$ cat src/rtl/snn_params.sv
// rtl/snn_params.sv - shared SNN datapath sizes and learning constants
package snn_params;

    localparam int M       = 784;
    localparam int W       = 24;
    localparam int Q_STEP  = 8;
    localparam int Q_DECAY = 12;
    localparam int A_PLUS  = 26;
    localparam int A_MINUS = 31;
    localparam int DECAY   = 3891;
    localparam int DT_MAX  = 63;

    // Accumulator is Q.20: a Q.8 amplitude shifted up by the Q.12 decay fraction.
    localparam int ACC_W = 24;
    localparam int IP_W  = 10;
    localparam int DT_W  = 8;

endpackage

$ cat src/rtl/stdp_sweep_ctrl_if.sv
// rtl/stdp_sweep_ctrl_if.sv - learning request and weight-change sweep bundle
interface stdp_sweep_ctrl_if;
    import snn_params::*;

    logic              learn_req;
    logic              learn_pot;
    logic [DT_W-1:0]   learn_dt;
    logic              valid_wch;
    logic              busy;
    logic              learn_done;
    logic              start_wch;
    logic              spike_hold;
    logic [IP_W-1:0]   ip_select;
    logic [W-1:0]      del_w_plus;
    logic [W-1:0]      del_w_minus;

    modport master (
        output learn_req, learn_pot, learn_dt, valid_wch,
        input  busy, learn_done, start_wch, spike_hold, ip_select, del_w_plus, del_w_minus
    );

    modport slave (
        input  learn_req, learn_pot, learn_dt, valid_wch,
        output busy, learn_done, start_wch, spike_hold, ip_select, del_w_plus, del_w_minus
    );

endinterface

$ cat src/rtl/stdp_decay_unit.sv
// rtl/stdp_decay_unit.sv - loadable accumulator decaying by acc*FACTOR>>SH per enabled cycle
module stdp_decay_unit
    import snn_params::*;
#(
    parameter int AW     = ACC_W,
    parameter int FACTOR = DECAY,
    parameter int SH     = Q_DECAY
) (
    input  logic          clk,
    input  logic          rst_n,
    input  logic          load_i,
    input  logic          en_i,
    input  logic [AW-1:0] load_val_i,
    output logic [AW-1:0] acc_d_o
);

    localparam int PW = AW + SH;

    logic [AW-1:0] acc_q;
    logic [AW-1:0] acc_d;
    logic [AW-1:0] decayed;

    // FACTOR < 2**SH, so the shifted product always fits back into AW bits.
    assign decayed = AW'((PW'(acc_q) * PW'(FACTOR)) >> SH);

    always_comb begin
        acc_d = acc_q;
        if (load_i) begin
            acc_d = load_val_i;
        end else if (en_i) begin
            acc_d = decayed;
        end
    end

    always_ff @(posedge clk or negedge rst_n) begin
        if (!rst_n) begin
            acc_q <= '0;
        end else begin
            acc_q <= acc_d;
        end
    end

    assign acc_d_o = acc_d;

endmodule

$ cat src/rtl/stdp_sweep_ctrl.sv
// rtl/stdp_sweep_ctrl.sv - STDP step-size decay and 0..M-1 weight-change sweep sequencer
module stdp_sweep_ctrl #(
    parameter int M       = snn_params::M,
    parameter int A_PLUS  = snn_params::A_PLUS,
    parameter int A_MINUS = snn_params::A_MINUS,
    parameter int DECAY   = snn_params::DECAY,
    parameter int DT_MAX  = snn_params::DT_MAX
) (
    input  logic             clk,
    input  logic             rst_n,
    stdp_sweep_ctrl_if.slave bus
);

    localparam int W     = snn_params::W;
    localparam int ACC_W = snn_params::ACC_W;
    localparam int SH    = snn_params::Q_DECAY;
    localparam int IP_W  = snn_params::IP_W;
    localparam int DT_W  = snn_params::DT_W;

    typedef enum logic [1:0] {S_IDLE, S_DECAY, S_SWEEP, S_WAIT} state_e;

    state_e            state_q, state_d;
    logic [DT_W-1:0]   cnt_q, cnt_d, dt_sat;
    logic              seen_q, seen_d;
    logic              busy_q, busy_d;
    logic              done_q, done_d;
    logic              start_q, start_d;
    logic              hold_q, hold_d;
    logic [IP_W-1:0]   ip_q, ip_d;
    logic [W-1:0]      plus_q, plus_d;
    logic [W-1:0]      minus_q, minus_d;
    logic              dec_load, dec_en;
    logic [ACC_W-1:0]  acc_load, acc_nxt;
    logic [W-1:0]      step;
    logic              enter, finish;

    assign dt_sat   = (bus.learn_dt > DT_W'(DT_MAX)) ? DT_W'(DT_MAX) : bus.learn_dt;
    assign dec_load = (state_q == S_IDLE) && bus.learn_req;
    assign dec_en   = (state_q == S_DECAY);
    // Potentiation uses the A_PLUS amplitude, depression A_MINUS.
    assign acc_load = ACC_W'(bus.learn_pot ? A_PLUS : A_MINUS) << SH;
    assign step     = W'(acc_nxt >> SH);

    stdp_decay_unit #(
        .AW     (ACC_W),
        .FACTOR (DECAY),
        .SH     (SH)
    ) u_decay (
        .clk        (clk),
        .rst_n      (rst_n),
        .load_i     (dec_load),
        .en_i       (dec_en),
        .load_val_i (acc_load),
        .acc_d_o    (acc_nxt)
    );

    always_comb begin
        state_d = state_q;
        cnt_d   = cnt_q;
        seen_d  = seen_q;
        busy_d  = busy_q;
        done_d  = 1'b0;
        start_d = 1'b0;
        hold_d  = hold_q;
        ip_d    = ip_q;
        plus_d  = plus_q;
        minus_d = minus_q;
        enter   = 1'b0;
        finish  = 1'b0;
        case (state_q)
            S_IDLE: begin
                if (bus.learn_req) begin
                    hold_d = bus.learn_pot;
                    cnt_d  = dt_sat;
                    seen_d = 1'b0;
                    busy_d = 1'b1;
                    if (dt_sat != '0) begin
                        state_d = S_DECAY;
                    end else begin
                        enter = 1'b1;
                    end
                end
            end
            S_DECAY: begin
                cnt_d = cnt_q - DT_W'(1);
                if (cnt_q == DT_W'(1)) begin
                    enter = 1'b1;
                end
            end
            S_SWEEP: begin
                // An early acknowledge is remembered so WAIT is skipped entirely.
                if (bus.valid_wch) begin
                    seen_d = 1'b1;
                end
                if (ip_q == IP_W'(M - 1)) begin
                    ip_d = '0;
                    if (seen_q || bus.valid_wch) begin
                        finish = 1'b1;
                    end else begin
                        state_d = S_WAIT;
                    end
                end else begin
                    ip_d = ip_q + IP_W'(1);
                end
            end
            S_WAIT: begin
                if (bus.valid_wch) begin
                    finish = 1'b1;
                end
            end
            default: state_d = S_IDLE;
        endcase
        if (enter) begin
            state_d = S_SWEEP;
            start_d = 1'b1;
            ip_d    = '0;
            plus_d  = hold_d ? '0 : step;
            minus_d = hold_d ? step : '0;
        end
        if (finish) begin
            state_d = S_IDLE;
            done_d  = 1'b1;
            busy_d  = 1'b0;
            hold_d  = 1'b0;
            plus_d  = '0;
            minus_d = '0;
        end
    end

    always_ff @(posedge clk or negedge rst_n) begin
        if (!rst_n) begin
            state_q <= S_IDLE;
            cnt_q   <= '0;
            seen_q  <= 1'b0;
            busy_q  <= 1'b0;
            done_q  <= 1'b0;
            start_q <= 1'b0;
            hold_q  <= 1'b0;
            ip_q    <= '0;
            plus_q  <= '0;
            minus_q <= '0;
        end else begin
            state_q <= state_d;
            cnt_q   <= cnt_d;
            seen_q  <= seen_d;
            busy_q  <= busy_d;
            done_q  <= done_d;
            start_q <= start_d;
            hold_q  <= hold_d;
            ip_q    <= ip_d;
            plus_q  <= plus_d;
            minus_q <= minus_d;
        end
    end

    assign bus.busy        = busy_q;
    assign bus.learn_done  = done_q;
    assign bus.start_wch   = start_q;
    assign bus.spike_hold  = hold_q;
    assign bus.ip_select   = ip_q;
    assign bus.del_w_plus  = plus_q;
    assign bus.del_w_minus = minus_q;

endmodule

$ cat src/flat_wrapper.sv
// flat-port wrapper written by rule: the top's interface ports become plain ports
module stdp_sweep_ctrl_flat 
#(
    parameter int M       = snn_params::M,
    parameter int A_PLUS  = snn_params::A_PLUS,
    parameter int A_MINUS = snn_params::A_MINUS,
    parameter int DECAY   = snn_params::DECAY,
    parameter int DT_MAX  = snn_params::DT_MAX
)
  (clk, rst_n, bus_learn_req, bus_learn_pot, bus_learn_dt, bus_valid_wch, bus_busy, bus_learn_done, bus_start_wch, bus_spike_hold, bus_ip_select, bus_del_w_plus, bus_del_w_minus);
  stdp_sweep_ctrl_if bus_i ();
  input  logic clk;
  input  logic rst_n;
  input wire logic [$bits(bus_i.learn_req)-1:0] bus_learn_req;
  input wire logic [$bits(bus_i.learn_pot)-1:0] bus_learn_pot;
  input wire logic [$bits(bus_i.learn_dt)-1:0] bus_learn_dt;
  input wire logic [$bits(bus_i.valid_wch)-1:0] bus_valid_wch;
  output wire logic [$bits(bus_i.busy)-1:0] bus_busy;
  output wire logic [$bits(bus_i.learn_done)-1:0] bus_learn_done;
  output wire logic [$bits(bus_i.start_wch)-1:0] bus_start_wch;
  output wire logic [$bits(bus_i.spike_hold)-1:0] bus_spike_hold;
  output wire logic [$bits(bus_i.ip_select)-1:0] bus_ip_select;
  output wire logic [$bits(bus_i.del_w_plus)-1:0] bus_del_w_plus;
  output wire logic [$bits(bus_i.del_w_minus)-1:0] bus_del_w_minus;
  assign bus_i.learn_req = bus_learn_req;
  assign bus_i.learn_pot = bus_learn_pot;
  assign bus_i.learn_dt = bus_learn_dt;
  assign bus_i.valid_wch = bus_valid_wch;
  assign bus_busy = bus_i.busy;
  assign bus_learn_done = bus_i.learn_done;
  assign bus_start_wch = bus_i.start_wch;
  assign bus_spike_hold = bus_i.spike_hold;
  assign bus_ip_select = bus_i.ip_select;
  assign bus_del_w_plus = bus_i.del_w_plus;
  assign bus_del_w_minus = bus_i.del_w_minus;
  stdp_sweep_ctrl #(.M(M), .A_PLUS(A_PLUS), .A_MINUS(A_MINUS), .DECAY(DECAY), .DT_MAX(DT_MAX)) u_core (.clk(clk), .rst_n(rst_n), .bus(bus_i));
endmodule
$ cat config.mk
export PLATFORM = sky130hd
export DESIGN_NAME = stdp_sweep_ctrl_flat
export DESIGN_NICKNAME = d
export VERILOG_FILES = /design/src/rtl/snn_params.sv /design/src/rtl/stdp_sweep_ctrl_if.sv /design/src/rtl/stdp_decay_unit.sv /design/src/rtl/stdp_sweep_ctrl.sv /design/src/flat_wrapper.sv
export SDC_FILE = /design/constraint.sdc
export NUM_CORES = 1
export LEC_CHECK = 0
export ABC_AREA = 1
export CAP_MARGIN = 20
export CORE_ASPECT_RATIO = 0.8
export CORE_UTILIZATION = 55
export CTS_CLUSTER_SIZE = 20
export DETAILED_ROUTE_END_ITERATION = 7
export PLACE_DENSITY = 0.79
export REMOVE_ABC_BUFFERS = 1
export SLEW_MARGIN = 20
export SYNTH_ARGS = -nofsm -noshare
export SYNTH_HDL_FRONTEND = slang
export SYNTH_SLANG_ARGS = --single-unit
$ cat constraint.sdc
create_clock -name clk -period 4.3 [get_ports clk]
set_clock_uncertainty 0.1 [all_clocks]
set_input_delay 0.43 -clock clk [delete_from_list [all_inputs] [get_ports clk]]
set_output_delay 0.43 -clock clk [all_outputs]
set_load 0.03 [all_outputs]
==> results of run 1 <==
cells in the final DEF, fill, tap and decap left out, types with 11 or more instances in the layout:
cell type | synthesis | routed
a21oi_1 | 39 | 19
inv_1 | 364 | 316
nor2_4 | 0 | 11
nand3_1 | 66 | 41
a21oi_2 | 1 | 16
o21ai_1 | 0 | 15
ha_4 | 0 | 15
clkdlybuf4s50_1 | 0 | 49
nand2_1 | 303 | 217
o21ai_0 | 62 | 43
nand2_4 | 2 | 20
fa_1 | 123 | 117
nand2_2 | 1 | 69
conb_1 | 1 | 24
ha_1 | 108 | 93
dfrtp_1 | 73 | 72
buf_4 | 25 | 125
buf_6 | 4 | 14
nor2_1 | 68 | 41
nand3_2 | 0 | 24
nor2_2 | 5 | 21
inv_2 | 6 | 53
cell type report:
type	count	area, µm²	area share
Multi-Input combinational cell	850	7490	0.580
Inverter	370	1390	0.108
Clock buffer	10	239	0.0185
Antenna cell	1	2.50	0.000194
Clock inverter	6	95.1	0.00736
Timing Repair Buffer	188	1590	0.123
Sequential cell	73	1830	0.142
Tap cell	225	282	0.0218
kinds of logic (layout without fill, tap and decap cells):
family | after synthesis | count (layout) | share of synthesized area
AOI/OAI and AO/OA | 117 | 117 | 0.0632
xor gates and xnor gates | 7 | 7 | 0.00618
adders and majority gates | 231 | 231 | 0.384
buffers and inverters | 406 | 574 | 0.166
DFF | 73 | 73 | 0.184
other | 1 | 25 | 0.000378
and+or+nand+nor | 471 | 471 | 0.196
stage by stage:
stage	hold WS [ns]	util
floorplan	0.0344	-
global placement	0.364	0.646
detailed placement	0.364	0.646
CTS	0.174	0.715
global route	0.227	0.738
finish	0.139	0.739
path summary, 6_finish.rpt:
kind                                                        from                                     to  slack, ns  cells past startpoint
setup / recovery             u_core.u_decay.acc_q[6]$_DFFE_PN0P_  u_core.bus.del_w_minus[1]$_DFFE_PN0N_      -0.64                     23
min in group clk           u_core.bus.del_w_minus[6]$_DFFE_PN0N_  u_core.bus.del_w_minus[6]$_DFFE_PN0N_       0.38                      2
hold / removal                                             rst_n    u_core.bus.ip_select[5]$_DFFE_PN0P_       0.14                      1
hold reg to reg            u_core.bus.del_w_minus[6]$_DFFE_PN0N_  u_core.bus.del_w_minus[6]$_DFFE_PN0N_       0.38                      2
setup reg to reg             u_core.u_decay.acc_q[6]$_DFFE_PN0P_  u_core.bus.del_w_minus[1]$_DFFE_PN0N_      -0.64                     23
max in group asynchronous                                  rst_n     u_core.u_decay.acc_q[17]$_DFF_PN0_       3.27                      1
routing by layer:
layer,vias to the layer above,track usage,share of wire
met4,0,0.0835,0.040
met5,-,0,0
met1,4541,0.425,0.40
met2,491,0.531,0.48
li1,4241,-,-
met3,135,0.0448,0.079
registers in the layout, summed over array words and instances (netlist names):
register / flops
u_core.bus.ip_select: 10
u_core.bus.del_w_plus: 12
u_core.seen_q: 1
u_core.bus.learn_done: 1
u_core.cnt_q: 8
u_core.bus.spike_hold: 1
u_core.u_decay.acc_q: 24
u_core.bus.start_wch: 1
u_core.bus.busy: 1
u_core.state_q: 2
u_core.bus.del_w_minus: 12
repair_timing:
item	CTS	global route
setup buffers	26	11
pin swaps	114	57
gates resized for setup	207	105
setup endpoints to repair	48	48
critical path, stage by stage (launching register included):
cell     delay (ns)
dfrtp_1        0.39
inv_2          0.09
fa_1           0.54
inv_2          0.04
fa_1           0.47
inv_1          0.05
fa_1           0.54
fa_2           0.46
fa_1           0.53
inv_2          0.05
ha_4           0.31
nand2_4        0.07
inv_2          0.07
nand2_2        0.08
nor3_2         0.16
o21ai_2        0.12
nand2_2        0.19
nand2_2        0.11
nand2_2        0.09
nand2_2        0.06
nand3_2        0.08
nand2_4        0.07
nand2_2        0.07
nand2_2        0.06
==> metrics.md, run 1 <==
| Metric | Value |
|---|---|
| Peak Freq | `0.202 GHz` |
| Fin. Hold Viols | `0` |
| Core area | `17500 µm²` |
| Total die area | `18600 µm²` |
| Via count | `9408` |
| Cell with the most instances after synthesis | `inv_1` |
| Critical path peak fanout | `5` |
| Post-Syn Area | `9920 µm²` |
| Clk root buf | `clkbuf_16` |
| Setup WS pre-CTS | `-0.845 ns` |
| Placed cell count | `1671` |
| RSZ-0062 raised after global routing | `yes` |
| Placed Area | `11300 µm²` |
| Cts hold-fix bufs | `0` |
| Asr flop ratio synth | `1.00` |
| Final Critical Period | `4.94 ns` |
| Final setup viols | `48` |
| Clk Latency, worst-skew pair | `0.35 ns` |
| Largest cells by area after synthesis | `fa_1, dfrtp_1, inv_1, ha_1, nand2_1` |
| Syn-to-layout area delta | `30.1%` |
| Post-Layout Inst Area | `12900 µm²` |
| Setup ws final | `-0.639 ns` |
| Max clock buf depth | `2` |
| Crit. End Element | `flip-flop` |
| Post-DP HPWL | `20800 µm` |
| Syn_area_per_cell | `7.60 µm²` |
| Netlist cell types | `37` |
| Layout Cells excl Fill | `1723` |
| DR WL/cell | `17.4 µm` |
| Initial DRC count | `885` |
| Final net count | `1736` |
| Final ANT Viol Nets | `0` |
| CP Data Arrival Time | `5.08 ns` |
| Layout cells sized above 1 | `0.275` |
| Worst path required time | `4.44 ns` |
| CTS tree | `yes` |
| Hold Path Class | `in2async` |
| Clock sinks | `73` |
| Ports | `75` |
| Startpoint class of the critical path | `flip-flop` |
| Worst setup path class | `reg2reg` |
| Number of synthesized flops with an enable pin | `0` |
| DRC | `10` |
| Outcome | `complete, but fails checks` |
| Max cap viols | `0` |
| Clock slew at reported path FFs | `0.07 ns` |
| Relative slew slack | `0.315` |
| Final-report max-slew violation count | `0` |
| Synth Register Bits | `73` |
| Vias in the first global route | `9317` |
| YS warnings | `0` |
| DRT Wirelength | `30000 µm` |
| Starting Density | `0.568` |
| Initial antenna violation count | `1` |
| Final period util | `1.15` |
| First-pass GRT wire length | `45500 µm` |
| CTS Buf Count | `9` |
| Largest net degree at the start of global routing | `74` |
| Failing checks | `DRC, setup timing` |
| PortBufs | `50` |
| Routability cong. | `0.974` |
| Post-synth top area share | `0.248` |
| Core Rows | `43` |
| Yosys top cell by area | `fa_1` |
| Ys flop type | `dfrtp_1` |
| Via density | `5.46` |
| Fin Setup TNS | `-22.07 ns` |
| Seq/Total Area, Yosys | `0.184` |
| Chip height | `122 µm` |
| Cell count after synthesis | `1306` |
| Die width | `152 µm` |
| Slew @ Worst Pin | `1.03 ns` |
| Router iterations before antenna repair | `8` |
| H-tree depth | `3` |
| Total GRT Usage | `0.314` |
| Synth cell count leaders | `inv_1, nand2_1, fa_1` |
| Fillers | `1150` |
| Congestion Overflow GR | `0` |
Power of run 1 is not shown: default switching activity piles up to over one toggle a cycle in this logic, so the estimate is an artifact.
==> inputs of run 2 (changes only) <==
CORE_UTILIZATION = 50   (was 55)
PLACE_DENSITY = 0.73   (was 0.79)
==> metrics.md, run 2 (synthesis gave the netlist of run 1 again) <==
| Metric | Value |
|---|---|
| Final ANT Viol Nets | `0` |
| Relative slew slack | `0.322` |
| Initial antenna violation count | `0` |
| Slew @ Worst Pin | `1.02 ns` |
| Antenna diode count | `0` |
| Final net count | `1712` |
| Final Critical Period | `4.96 ns` |
| CTS tree | `yes` |
| Starting Density | `0.517` |
| Clk Latency, worst-skew pair | `0.35 ns` |
| Total die area | `20400 µm²` |
| Final core occ | `0.660` |
| Via count | `8848` |
| Max clock buf depth | `2` |
| Via density | `5.11` |
| DR WL/cell | `15.7 µm` |
| Vias in the first global route | `9160` |
| Clock sinks | `73` |
| CTS Buf Count | `9` |
| Critical path depth in cells | `20` |
| Syn-to-layout area delta | `27.7%` |
| Die width | `160 µm` |
| CP dominant cell by count | `fa_1` |
| Post-DP HPWL | `20900 µm` |
| DRC | `0` |
| Post-Layout Inst Area | `12700 µm²` |
| Peak Freq | `0.202 GHz` |
| Critical path peak fanout | `4` |
| DRT Wirelength | `27100 µm` |
| Sequential Area | `1830 µm²` |
| Worst path required time | `4.44 ns` |
| Placed Area | `11300 µm²` |
| Max incr delay on CP | `0.52 ns` |
| Total GRT Usage | `0.276` |
| H-tree depth | `3` |
| Ports | `75` |
| Most common cell after layout, fill and taps aside | `inv_1` |
| CP bufs+invs | `5` |
| Area of the multi-input gates | `7400 µm²` |
| Crit. End Element | `flip-flop` |
| Final-report max-slew violation count | `0` |
| CP cell instances | `clkinvlp_4 -> buf_6 -> fa_1 -> inv_1 -> fa_1 -> inv_2 -> fa_1 -> fa_1 -> fa_1 -> inv_2 -> ha_4 -> nand2_4 -> nor2_2 -> nand2_1 -> nor3_1 -> nand2_1 -> nand3_1 -> nand3_1 -> nand3_1 -> nand2_1` |
| Routability cong. | `0.952` |
| Outcome | `complete, but fails checks` |
| Worst setup path class | `reg2reg` |
| CP max-delay cell | `fa_1` |
| CP Data Arrival Time | `5.10 ns` |
| Failing checks | `setup timing` |
| Hold slack | `0.134 ns` |
| Final setup viols | `48` |
| Clk root buf | `clkbuf_16` |
| Most frequent cells in the layout | `inv_1, nand2_1, fa_1, buf_4, ha_1` |
| Hold Path Class | `in2async` |
| First-pass GRT wire length | `44300 µm` |
| Chip height | `128 µm` |
| Crit path max-delay family | `adder cells` |
| Fillers | `1511` |
| R2R depth | `20` |
| Clock slew at reported path FFs | `0.06 ns` |
| Layout cells sized above 1 | `0.246` |
| Router iterations before antenna repair | `5` |
| Final period util | `1.15` |
| Max reg flops | `24` |
| RSZ-0062 raised after global routing | `yes` |
| Initial DRC count | `663` |
| Core area | `19200 µm²` |
| Max cap viols | `0` |
| Fin. Hold Viols | `0` |
| PortBufs | `50` |
| Setup ws final | `-0.662 ns` |
| Largest net degree at the start of global routing | `74` |
| Congestion Overflow GR | `0` |
| Core Rows | `45` |
| Top reg by flops | `u_core.u_decay.acc_q` |
| Startpoint class of the critical path | `flip-flop` |
## run 2: layout make-up
type | instances | share of cell area
Clock inverter | 5 | 0.00454
Tap cell | 258 | 0.0255
Sequential cell | 73 | 0.144
Inverter | 370 | 0.112
Timing Repair Buffer | 164 | 0.111
Multi-Input combinational cell | 850 | 0.584
Clock buffer | 10 | 0.0181
## run 2: per-stage QoR
stage | instances | setup WS, ns | TNS [ns]
2_1_floorplan | 1293 | -0.468 | -14.41
6_report | 1730 | -0.662 | -24.54
4_1_cts | 1723 | -0.528 | -19.49
3_5_place_dp | 1701 | -0.795 | -30.70
3_3_place_gp | 1701 | -0.770 | -27.42
5_1_grt | 1730 | -0.866 | -33.44
## run 2: repair_timing
item,CTS,global route
hold buffers,0,0
setup buffers,8,11
resized for setup,218,94
hold endpoints to repair,0,0
pin swaps,75,42
endpoints found under the setup margin,48,48
## run 2: worst paths after layout
| kind | start | end | slack (ns) |
|---|---|---|---|
| setup reg to reg | u_core.u_decay.acc_q[12]$_DFF_PN0_ | u_core.bus.del_w_plus[6]$_DFFE_PN0N_ | -0.66 |
| min in group clk | u_core.bus.del_w_plus[8]$_DFFE_PN0N_ | u_core.bus.del_w_plus[8]$_DFFE_PN0N_ | 0.38 |
| setup / recovery | u_core.u_decay.acc_q[12]$_DFF_PN0_ | u_core.bus.del_w_plus[6]$_DFFE_PN0N_ | -0.66 |
| max in group asynchronous | rst_n | u_core.u_decay.acc_q[7]$_DFFE_PN0P_ | 3.29 |
| hold / removal | rst_n | u_core.bus.ip_select[4]$_DFFE_PN0P_ | 0.13 |
| hold reg to reg | u_core.bus.del_w_plus[8]$_DFFE_PN0N_ | u_core.bus.del_w_plus[8]$_DFFE_PN0N_ | 0.38 |
## run 2: routing by layer
layer,routed length [µm],track usage,share of wire
met3,1870,0.0527,0.069
met5,0,0,0
met4,701,0.0877,0.026
met1,11900,0.375,0.44
met2,12600,0.447,0.46
Power of run 2 is left out for the same reason.
==> inputs of run 3 (changes only) <==
CAP_MARGIN = 15   (was 20)
CTS_CLUSTER_DIAMETER = 60   (was default)
==> results of run 3 <==
The final DEF is identical to that of run 2; final timing and power are the same.
Power of run 3 is left out for the same reason.
